==> src/rtl/pipe_hazard_ctrl.sv <==
// rtl/pipe_hazard_ctrl.sv - load-use stall, redirect flush and bypass select controller
module pipe_hazard_ctrl #(
  parameter  int REG_ADDR_W   = 5,
  parameter  int FWD_STAGES   = 2,
  parameter  int LOAD_LATENCY = 1,
  parameter  int CNT_W        = 16,
  localparam int SEL_W        = $clog2(FWD_STAGES + 1)
) (
  input  logic                  clock,
  input  logic                  reset_n,
  input  logic                  dec_valid,
  input  logic [REG_ADDR_W-1:0] dec_rs,
  input  logic [REG_ADDR_W-1:0] dec_rt,
  input  logic                  dec_use_rs,
  input  logic                  dec_use_rt,
  input  logic [REG_ADDR_W-1:0] dec_dest,
  input  logic                  dec_dest_en,
  input  logic                  dec_is_load,
  input  logic                  dec_is_store,
  input  logic                  ex_redirect,
  output logic                  stall,
  output logic                  flush,
  output logic [SEL_W-1:0]      fwd_sel_a,
  output logic [SEL_W-1:0]      fwd_sel_b,
  output logic [SEL_W-1:0]      st_fwd_sel,
  output logic [CNT_W-1:0]      stall_cnt,
  output logic [CNT_W-1:0]      flush_cnt
);

  typedef struct packed {
    logic                  valid;
    logic [REG_ADDR_W-1:0] dest;
    logic                  dest_en;
    logic                  is_load;
    logic                  is_store;
    logic [REG_ADDR_W-1:0] rs;
    logic [REG_ADDR_W-1:0] rt;
    logic                  use_rs;
    logic                  use_rt;
  } entry_t;

  // Index 0 is the D/X latch, 1..FWD_STAGES are the post-Execute stages.
  entry_t pipe_q [0:FWD_STAGES];
  entry_t pipe_d [0:FWD_STAGES];

  logic             load_hit;
  logic [SEL_W-1:0] st_k;
  logic             st_k_load;
  logic [CNT_W-1:0] stall_cnt_q, stall_cnt_d;
  logic [CNT_W-1:0] flush_cnt_q, flush_cnt_d;

  // Register 0 is hard-wired zero, so it never has a producer.
  function automatic logic is_producer(input entry_t e, input logic [REG_ADDR_W-1:0] r);
    return e.valid && e.dest_en && (e.dest == r) && (r != '0);
  endfunction

  // Detect consumers of loads whose data is not yet forwardable; store rt gets one extra stage of slack.
  always_comb begin
    load_hit = 1'b0;
    for (int p = 0; p < LOAD_LATENCY; p++) begin
      if (pipe_q[p].is_load) begin
        if (dec_use_rs && is_producer(pipe_q[p], dec_rs)) load_hit = 1'b1;
        if (dec_use_rt && !dec_is_store && is_producer(pipe_q[p], dec_rt)) load_hit = 1'b1;
        if (dec_use_rt && dec_is_store && (p < LOAD_LATENCY - 1) &&
            is_producer(pipe_q[p], dec_rt)) load_hit = 1'b1;
      end
    end
  end

  assign flush = ex_redirect;
  assign stall = dec_valid && !ex_redirect && load_hit;

  // Execute operand bypass: scanning oldest to youngest lets the youngest producer win.
  always_comb begin
    fwd_sel_a = '0;
    fwd_sel_b = '0;
    for (int k = FWD_STAGES; k >= 1; k--) begin
      if (pipe_q[0].valid && pipe_q[0].use_rs && is_producer(pipe_q[k], pipe_q[0].rs))
        fwd_sel_a = SEL_W'(k);
      if (pipe_q[0].valid && pipe_q[0].use_rt && is_producer(pipe_q[k], pipe_q[0].rt))
        fwd_sel_b = SEL_W'(k);
    end
  end

  // Late store-data bypass at stage 1; only a load as the youngest producer needs it.
  always_comb begin
    st_fwd_sel = '0;
    st_k       = '0;
    st_k_load  = 1'b0;
    for (int k = FWD_STAGES; k >= 2; k--) begin
      if (is_producer(pipe_q[k], pipe_q[1].rt)) begin
        st_k      = SEL_W'(k);
        st_k_load = pipe_q[k].is_load;
      end
    end
    if (pipe_q[1].valid && pipe_q[1].is_store && st_k_load) st_fwd_sel = st_k;
  end

  // Scoreboard next state: admit F/D into D/X unless stalled or squashed, shift the rest.
  always_comb begin
    pipe_d[0] = '0;
    if (dec_valid && !stall && !flush) begin
      pipe_d[0].valid    = 1'b1;
      pipe_d[0].dest     = dec_dest;
      pipe_d[0].dest_en  = dec_dest_en;
      pipe_d[0].is_load  = dec_is_load;
      pipe_d[0].is_store = dec_is_store;
      pipe_d[0].rs       = dec_rs;
      pipe_d[0].rt       = dec_rt;
      pipe_d[0].use_rs   = dec_use_rs;
      pipe_d[0].use_rt   = dec_use_rt;
    end
    for (int k = 1; k <= FWD_STAGES; k++) pipe_d[k] = pipe_q[k-1];
  end

  // Saturating event counters.
  always_comb begin
    stall_cnt_d = stall_cnt_q;
    flush_cnt_d = flush_cnt_q;
    if (stall && (stall_cnt_q != '1)) stall_cnt_d = stall_cnt_q + CNT_W'(1);
    if (flush && (flush_cnt_q != '1)) flush_cnt_d = flush_cnt_q + CNT_W'(1);
  end

  // Scoreboard and counter registers; reset empties the pipeline at once.
  always_ff @(posedge clock or negedge reset_n) begin
    if (!reset_n) begin
      for (int k = 0; k <= FWD_STAGES; k++) pipe_q[k] <= '0;
      stall_cnt_q <= '0;
      flush_cnt_q <= '0;
    end else begin
      for (int k = 0; k <= FWD_STAGES; k++) pipe_q[k] <= pipe_d[k];
      stall_cnt_q <= stall_cnt_d;
      flush_cnt_q <= flush_cnt_d;
    end
  end

  assign stall_cnt = stall_cnt_q;
  assign flush_cnt = flush_cnt_q;

endmodule

==> config.mk <==
export PLATFORM = sky130hd
export DESIGN_NAME = pipe_hazard_ctrl
export DESIGN_NICKNAME = d
export VERILOG_FILES = /design/src/rtl/pipe_hazard_ctrl.sv
export SDC_FILE = /design/constraint.sdc
export NUM_CORES = 1
export LEC_CHECK = 0
export BUFFER_PORTS_ARGS = -buffer_cell sky130_fd_sc_hd__buf_2
export CAP_MARGIN = 20
export CORE_MARGIN = 10
export CORE_UTILIZATION = 49
export DETAILED_ROUTE_END_ITERATION = 8
export GPL_ROUTABILITY_DRIVEN = 1
export HOLD_SLACK_MARGIN = 0.1
export PLACE_DENSITY_LB_ADDON = 0.2
export RECOVER_POWER = 50
export SKIP_LAST_GASP = 1
export SYNTH_ARGS = -nofsm -noshare
export SYNTH_HDL_FRONTEND = slang
export SYNTH_SLANG_ARGS = --single-unit
export TNS_END_PERCENT = 30
==> constraint.sdc <==
create_clock -name clock -period 1.8 [get_ports clock]
set_input_delay 0.18 -clock clock [delete_from_list [all_inputs] [get_ports clock]]
set_output_delay 0.18 -clock clock [all_outputs]
set_load 0.01 [all_outputs]
==> results.yml, run 1 <==
status:
  status: "finished, violations left"
  violations: "setup timing"
sta:
  setup_slack_ns: -0.205
  fmax_mhz: 499
  setup_violations: 21
  rsz0062_at_grt: "true"
  period_needed_ns: 2.01
  skew_ns: 0.0101
  fin_crit_sh: 1.11
  worst_pin_slew_ns: 1.10
  relSlewSlack: 0.265
  finalHoldViolations: 0
  drv_slew: 0
synth:
  yosysTopAreaCellShare: 0.568
  syn_area_sq_um: 3300
  yosys_warnings: 0
  ys.flop_type: "dfrtp_1"
  syn-num-nets: 316
  synthArstFlopShare: 1.00
  netlist_instances: 290
  yosysTopAreaCell: "dfrtp_1"
  ys_types: 40
  yosys_register_bits: 75
  synth_edf_count: 0
  synth.area.top_cells: "dfrtp_1 (57%), xnor2_1 (8.7%), xor2_1 (6.1%), and2_1 (3.8%), nand3_1 (2.7%)"
  synth_area_per_cell_sq_um: 11.4
  synth.yosys.seq_area_share: 0.568
global_routing:
  grt_pass1_vias: 2893
  grt_max_degree: 47
  met1_usage: 0.174
  antenna_found_initial: 0
  grt_pass1_wl_mm: 13.4
  grt_util_met3: 0.0459
  grt_use_total: 0.163
  use_met2: 0.301
  gr-total-overflow: 0
  grt_busiest_layer: "met2"
clock_network:
  clkTransAtPathRegs_ns: 0.08
  cts_root_buffer: "clkbuf_8"
  cts_buffers: 9
  clock-sinks: 75
  cts_max_level: 3
  clock_path_buffers: 2
  cts_tree: "done"
  clock_latency_ns: 0.35
place:
  portBuffers: 62
  finalWeightedCongestion: 0.861
  dp_hpwl_mm: 6.06
  place_area_sq_um: 4050
  placedCellCount: 472
critical_path:
  cp-start-kind: "flop"
  required_ns: 2.07
  crit_type: "reg2reg"
  rrSetupSlack_ns: -0.21
  cp_max_fo: 7
  critPathMaxStageDelay_ns: 0.41
  slowest_stage: "or3b_4"
  arrival_ns: 2.27
  cp_cell_sequence: "xnor2_1, nand4_1, or3b_4, a211o_1, buf_6, nor3_4, xor2_1"
  cp-end-kind: "flop"
floorplan:
  fp-row-count: 29
  core_sq_um: 6460
  start_util: 0.512
  die-area_sq_um: 10400
  io_pins: 64
  die_h_um: 102
  die_w_um: 102
power_and_ir_drop:
  intPower_mw: 2.75
  swShare: 0.269
  vdd_drop_max_mv: 0.599
  p_per_area_nw_per_um2: 831
  switchingPower_mw: 1.01
  p_total_mw: 3.77
  pwr-share-comb: 0.144
  p_leak_nw: 2.30
  clkPwrFrac: 0.350
  p_seq_frac: 0.506
finish:
  layout-drive-gt1-share: 0.352
  area_delta_synth_final_pct: 37.3
  utilization: 0.703
  design_area_sq_um: 4540
  final_common_cell: "dfrtp_1"
  final_nets: 453
  n_fill_cell: 531
  instances_no_fill: 509
  antenna_cells: 0
  mostFrequentLayoutCells: "dfrtp_1 (75), buf_2 (59), buf_4 (45)"
drt:
  drt_iter0_markers: 75
  viasPerCell: 5.11
  routed_wl_mm: 8.11
  drt_pass1_iterations: 6
  dr_total_vias: 2603
  wl_per_cell_um: 15.9
  ant_nets: 0
  drc: 0
run:
  cap_violations: 0
worst_hold_path:
  hold_class: "in2reg"
==> logic make-up after synthesis <==
kind of cell,Yosys count,synth area share
mux,4,0.0144
flops,75,0.568
compound gates,20,0.0398
fa+ha+maj,2,0.00757
simple gates,123,0.208
buf+inv,9,0.0129
xor+xnor,56,0.148
other cells,1,0.00113
==> what timing repair did <==
| item | CTS | global route |
|---|---|---|
| gates resized for setup | 6 | 18 |
| endpoints found under the setup margin | 42 | 45 |
| hold buffers | 15 | 0 |
| pin swaps | 9 | 9 |
| endpoints found under the hold margin | 89 | 0 |
| cloned | 0 | 0 |
| setup buffers | 5 | 1 |
==> worst max-delay path: cells and delay by family (launching register included) <==
| family | cells | cell delay (ns) |
|---|---|---|
| AND/OR/NAND/NOR | 3 | 0.76 |
| XOR/XNOR | 2 | 0.32 |
| buffers and inverters | 1 | 0.16 |
| AO/OA/AOI/OAI | 1 | 0.30 |
| flip-flops | 1 | 0.39 |
==> stage by stage <==
step / TNS, ns / hold WS [ns] / setup WS [ns]
6_report: -3.35 / 0.120 / -0.205
5_1_grt: -7.37 / 0.108 / -0.287
4_1_cts: -3.81 / 0.104 / -0.254
3_5_place_dp: -8.26 / 0.227 / -0.291
3_3_place_gp: -6.94 / 0.226 / -0.289
2_1_floorplan: -0.574 / -0.116 / -0.0764
==> sequential cells by signal, summed over array words and instances, names as in the netlist <==
register	count
pipe_d	35
flush_cnt	16
stall_cnt	16
pipe_q	8
==> cell type report <==
cell class              instances  area [sq um]  area share
flip-flops and latches         75          1880       0.414
multi-input cells             206          1480       0.327
clock buffers                  11           141      0.0312
clock inverters                 5          61.3      0.0135
repair buffers                131           865       0.191
well taps                      77          96.3      0.0212
inverters                       4          15.0     0.00331
==> final timing paths <==
| check | endpoint | cells past startpoint | from |
|---|---|---|---|
| worst min-delay path | pipe_d[25]$_DFF_PN0_ | 2 | dec_rt[2] |
| worst max register to register | stall_cnt[6]$_DFFE_PN0P_ | 7 | pipe_d[37]$_DFF_PN0_ |
| worst min register to register | pipe_q[13]$_DFF_PN0_ | 0 | pipe_d[13]$_DFF_PN0_ |
| min in group asynchronous | pipe_d[20]$_DFF_PN0_ | 3 | reset_n |
| worst max-delay path | stall_cnt[6]$_DFFE_PN0P_ | 7 | pipe_d[37]$_DFF_PN0_ |
| max in group asynchronous | pipe_d[17]$_DFF_PN0_ | 3 | reset_n |
==> power groups by stage <==
| stage | sequential, mW | clock (mW) | combinational [mW] |
|---|---|---|---|
| 6_report | 1.91 | 1.32 | 0.544 |
| 5_1_grt | 1.93 | 1.41 | 0.612 |
| 3_3_place_gp | 1.94 | 0 | 0.504 |
| 3_5_place_dp | 1.94 | 0 | 0.517 |
| 4_1_cts | 1.91 | 1.35 | 0.555 |
| 2_1_floorplan | 1.97 | 0 | 0.208 |
==> layer usage <==
layer / wire length (um) / vias up
met1: 3220 / 1279
met3: 351 / 11
met5: 0 / -
met2: 4410 / 46
li1: - / 1267
met4: 125 / 0
==> synth_stat cells (all sizes together) (2+ instances only) <==
master  number
dfrtp       75
xnor2       33
xor2        23
and2        20
nand3       18
nand2       17
nor2        17
nand4       14
nor3        13
nor4         7
a21oi        6
or2          5
inv          4
o21ai        4
and3         3
buf          3
mux2         3
a211o        2
a21o         2
a31oi        2
clkbuf       2
ha           2
nor2b        2
o211ai       2
or3          2
or4          2
(Power assumes the default switching activity.)
==> run 2: changes to the inputs <==
--- a/config.mk
+++ b/config.mk
@@ -8,9 +8,10 @@
 export BUFFER_PORTS_ARGS = -buffer_cell sky130_fd_sc_hd__buf_2
 export CAP_MARGIN = 20
 export CORE_MARGIN = 10
-export CORE_UTILIZATION = 49
+export CORE_UTILIZATION = 59
 export DETAILED_ROUTE_END_ITERATION = 8
 export GPL_ROUTABILITY_DRIVEN = 1
+export GPL_TIMING_DRIVEN = 0
 export HOLD_SLACK_MARGIN = 0.1
 export PLACE_DENSITY_LB_ADDON = 0.2
 export RECOVER_POWER = 50
==> constraint.sdc (replaced) <==
create_clock -name clock -period 2.4 [get_ports clock]
set_input_delay 0.24 -clock clock [delete_from_list [all_inputs] [get_ports clock]]
set_output_delay 0.24 -clock clock [all_outputs]
set_load 0.01 [all_outputs]
==> results.yml, run 2 (synthesized netlist as in run 1, its figures left out) <==
clock_network:
  clkTransAtPathRegs_ns: 0.08
  cts_buffers: 9
  hold_buffers: 4
  cts_root_buffer: "clkbuf_8"
  cts_max_level: 3
  cts_tree: "done"
  clock_path_buffers: 2
  clock_latency_ns: 0.33
  cts.repair.resized: 0
  cts_setup_buffers: 0
  clock-sinks: 75
status:
  status: "finished, violations left"
  violations: "capacitance limit, slew limit"
run:
  cap_violations: 1
critical_path:
  cp_cell_sequence: "xor2_1, nor3_1, nand3_1, a211o_1, buf_2, nor2_1, xor2_1"
  cp_max_fo: 10
  required_ns: 2.66
  crit_type: "reg2reg"
  cp-start-kind: "flop"
  cp-end-kind: "flop"
  arrival_ns: 2.38
  slowest_stage: "dfrtp_1"
  critPathMaxStageDelay_ns: 0.43
  cp_common_cell: "xor2_1"
floorplan:
  core_sq_um: 5470
  die_w_um: 94.8
  fp-row-count: 27
  die_h_um: 94.8
  die-area_sq_um: 8990
  io_pins: 64
  start_util: 0.604
sta:
  relSlewSlack: -0.167
  fin_crit_sh: 0.884
  rsz0062_at_grt: "false"
  finalHoldViolations: 0
  drv_slew: 76
  skew_ns: 0.00871
  fmax_mhz: 471
  worst_pin_slew_ns: 1.75
  setup_violations: 0
  whs_ns: 0.118
  setup_slack_ns: 0.279
  fin_setup_tns_ns: 0
  period_needed_ns: 2.12
finish:
  multi_input_area_sq_um: 1390
  area_delta_synth_final_pct: 18.9
  regArea_sq_um: 1880
  n_fill_cell: 456
  antenna_cells: 0
  final_nets: 393
  mostFrequentLayoutCells: "dfrtp_1 (75), clkbuf_1 (36), xnor2_1 (33)"
  final_common_cell: "dfrtp_1"
  largest_register_ffs: 35
  layout-drive-gt1-share: 0.161
drt:
  routed_wl_mm: 6.82
  drc: 0
  drt_pass1_iterations: 4
  wl_per_cell_um: 15.4
  ant_nets: 0
  drt_iter0_markers: 78
  viasPerCell: 5.26
  dr_total_vias: 2336
power_and_ir_drop:
  p_per_area_nw_per_um2: 717
  p_leak_nw: 1.81
  vdd_drop_max_mv: 0.518
place:
  finalWeightedCongestion: 0.819
  portBuffers: 62
  dp_hpwl_mm: 5.18
  place_ws_ns: 0.284
global_routing:
  gr-total-overflow: 0
  grt_use_total: 0.161
  grt_pass1_wl_mm: 11.4
  antenna_found_initial: 0
  grt_max_degree: 76
  grt_pass1_vias: 2449
worst_hold_path:
  hold_class: "in2reg"
run 2: power breakdown:
| group | total, mW | switching (mW) | leakage, nW | internal [mW] |
|---|---|---|---|---|
| Combinational | 0.306 | 0.168 | 0.689 | 0.139 |
| Clock | 1.07 | 0.450 | 0.110 | 0.620 |
| Sequential | 1.44 | 0.0974 | 1.01 | 1.35 |
run 2: layer usage:
| metal | vias up | part of all wire | track usage |
|---|---|---|---|
| li1 | 1145 | - | - |
| met4 | 0 | 0.020 | 0.0686 |
| met3 | 11 | 0.055 | 0.0571 |
| met5 | - | 0 | 0 |
| met1 | 1122 | 0.42 | 0.180 |
| met2 | 58 | 0.51 | 0.272 |
run 2: critical path, delay by kind of cell, from the launching register on:
kind | cells | cell delay [ns]
AO/OA/AOI/OAI | 1 | 0.36
flip-flops | 1 | 0.43
buffers and inverters | 1 | 0.21
AND/OR/NAND/NOR | 3 | 0.70
XOR/XNOR | 2 | 0.35
run 2: path summary, 6_finish.rpt:
kind / slack (ns) / end / cells after the start / start
worst max register to register: 0.28 / stall_cnt[4]$_DFFE_PN0P_ / 7 / pipe_d[39]$_DFF_PN0_
worst min-delay path: 0.12 / pipe_d[38]$_DFF_PN0_ / 2 / dec_dest[2]
max in group asynchronous: 0.45 / pipe_d[38]$_DFF_PN0_ / 2 / reset_n
min in group asynchronous: 0.90 / flush_cnt[13]$_DFFE_PN0P_ / 2 / reset_n
worst min register to register: 0.36 / pipe_q[13]$_DFF_PN0_ / 0 / pipe_d[13]$_DFF_PN0_
worst max-delay path: 0.28 / stall_cnt[4]$_DFFE_PN0P_ / 7 / pipe_d[39]$_DFF_PN0_
run 2: per-stage QoR:
stage / total power [mW] / instance area [sq um] / instances / util
2_1_floorplan: 1.63 / 3300 / 290 / -
3_3_place_gp: 1.77 / 3700 / 424 / 0.677
3_5_place_dp: 1.79 / 3710 / 424 / 0.677
4_1_cts: 2.86 / 3970 / 444 / 0.726
5_1_grt: 2.95 / 3930 / 444 / 0.718
6_report: 2.82 / 3930 / 444 / 0.718
run 2: cell type report:
| type | instances | area share |
|---|---|---|
| repair buffers | 66 | 0.0786 |
| multi-input cells | 206 | 0.352 |
| well taps | 72 | 0.0229 |
| clock inverters | 5 | 0.0216 |
| clock buffers | 11 | 0.0360 |
| inverters | 4 | 0.00382 |
| plain buffers | 5 | 0.00700 |
| flip-flops and latches | 75 | 0.478 |
==> run 3: changes to the inputs <==
--- a/config.mk
+++ b/config.mk
@@ -14,7 +14,6 @@
 export GPL_TIMING_DRIVEN = 0
 export HOLD_SLACK_MARGIN = 0.1
 export PLACE_DENSITY_LB_ADDON = 0.2
-export RECOVER_POWER = 50
 export SKIP_LAST_GASP = 1
 export SYNTH_ARGS = -nofsm -noshare
 export SYNTH_HDL_FRONTEND = slang
==> results.yml, run 3 (synthesized netlist as in run 1, its figures left out) <==
status:
  status: "finished clean"
power_and_ir_drop:
  p_total_mw: 2.83
  vdd_drop_max_mv: 0.526
  p_leak_nw: 1.95
  swShare: 0.252
  intPower_mw: 2.12
  p_seq_frac: 0.509
  clkPwrFrac: 0.377
  p_per_area_nw_per_um2: 713
  pwr-share-comb: 0.113
  switchingPower_mw: 0.713
finish:
  final_common_cell: "dfrtp_1"
  n_fill_cell: 435
  area_delta_synth_final_pct: 20.3
  final_nets: 393
  mostFrequentLayoutCells: "dfrtp_1 (75), buf_2 (62), xnor2_1 (33)"
  instances_no_fill: 444
  layout-drive-gt1-share: 0.250
  regArea_sq_um: 1880
  largest_register_ffs: 35
  antenna_cells: 0
  multi_input_area_sq_um: 1390
global_routing:
  grt_pass1_wl_mm: 11.4
  grt_use_total: 0.161
  grt_max_degree: 76
  grt_pass1_vias: 2449
  gr-total-overflow: 0
  antenna_found_initial: 0
run:
  cap_violations: 0
place:
  portBuffers: 62
  place_ws_ns: 0.284
  placedCellCount: 424
  dp_hpwl_mm: 5.18
  finalWeightedCongestion: 0.819
sta:
  drv_slew: 0
  finalHoldViolations: 0
  fmax_mhz: 469
  rsz0062_at_grt: "false"
  fin_setup_tns_ns: 0
  period_needed_ns: 2.13
  whs_ns: 0.119
  setup_violations: 0
  setup_slack_ns: 0.269
  relSlewSlack: 0.401
  fin_crit_sh: 0.888
  skew_ns: 0.00907
  worst_pin_slew_ns: 0.899
critical_path:
  cp-start-kind: "flop"
  cp-end-kind: "flop"
  arrival_ns: 2.39
  cp_max_fo: 10
  required_ns: 2.66
  crit_type: "reg2reg"
floorplan:
  die-area_sq_um: 8990
  io_pins: 64
  fp-row-count: 27
  start_util: 0.604
  die_w_um: 94.8
  core_sq_um: 5470
  die_h_um: 94.8
drt:
  drt_pass1_iterations: 4
  routed_wl_mm: 6.81
  dr_total_vias: 2330
  drt_iter0_markers: 86
  ant_nets: 0
  drc: 0
  wl_per_cell_um: 15.3
  viasPerCell: 5.25
clock_network:
  clock_path_buffers: 2
  clock-sinks: 75
  clkTransAtPathRegs_ns: 0.08
  cts_buffers: 9
  cts_tree: "done"
  cts_root_buffer: "clkbuf_8"
  cts_max_level: 3
  cts.repair.resized: 0
  clock_latency_ns: 0.33
worst_hold_path:
  hold_class: "in2reg"
[run 3: changes by cell type in the layout (fill, tap and decap cells not counted), sizes merged]
cell    delta
buf       +34
clkbuf    -34
[run 3: critical path, cell delays in order (launching register included)]
cell	delay, ns
dfrtp_1	0.43
xor2_1	0.18
nor3_1	0.37
nand3_1	0.17
a211o_1	0.36
buf_2	0.21
nor2_1	0.16
xor2_1	0.17
[run 3: final timing paths]
check,end,slack (ns),cells past startpoint,start
setup / recovery,stall_cnt[4]$_DFFE_PN0P_,0.27,7,pipe_d[39]$_DFF_PN0_
hold / removal,pipe_d[38]$_DFF_PN0_,0.12,2,dec_dest[2]
setup reg to reg,stall_cnt[4]$_DFFE_PN0P_,0.27,7,pipe_d[39]$_DFF_PN0_
hold reg to reg,pipe_q[13]$_DFF_PN0_,0.36,0,pipe_d[13]$_DFF_PN0_
max in group asynchronous,pipe_d[38]$_DFF_PN0_,1.24,2,reset_n
min in group asynchronous,flush_cnt[13]$_DFFE_PN0P_,0.57,2,reset_n
[run 3: final cells by class]
type / count / share of cell area
flip-flops and latches: 75 / 0.472
multi-input cells: 206 / 0.349
repair buffers: 66 / 0.0888
clock buffers: 11 / 0.0356
well taps: 72 / 0.0227
clock inverters: 5 / 0.0214
plain buffers: 5 / 0.00693
inverters: 4 / 0.00378
[run 3: through the flow]
stage | area (sq um) | utilization
after floorplan | 3300 | -
after global placement | 3700 | 0.677
after detailed placement | 3710 | 0.677
after CTS | 3970 | 0.726
after global routing | 3970 | 0.726
final | 3970 | 0.726
[run 3: what timing repair did]
item / in CTS / in global routing
hold buffers: 4 / 0
hold endpoints to repair: 78 / 0
buffers inserted: 0 / 0
[run 3: layer usage]
| metal | GRT usage | part of all wire | routed length, um |
|---|---|---|---|
| met5 | 0 | 0 | 0 |
| met4 | 0.0686 | 0.019 | 131 |
| met3 | 0.0571 | 0.057 | 391 |
| met2 | 0.272 | 0.51 | 3460 |
| met1 | 0.180 | 0.42 | 2830 |
[run 3: power by group through the flow]
stage          sequential (mW)  combinational, mW  clock (mW)
2_1_floorplan             1.47              0.156           0
6_report                  1.44              0.321        1.07
5_1_grt                   1.46              0.367        1.14
3_5_place_dp              1.46              0.326           0
3_3_place_gp              1.46              0.314           0
4_1_cts                   1.44              0.330        1.09
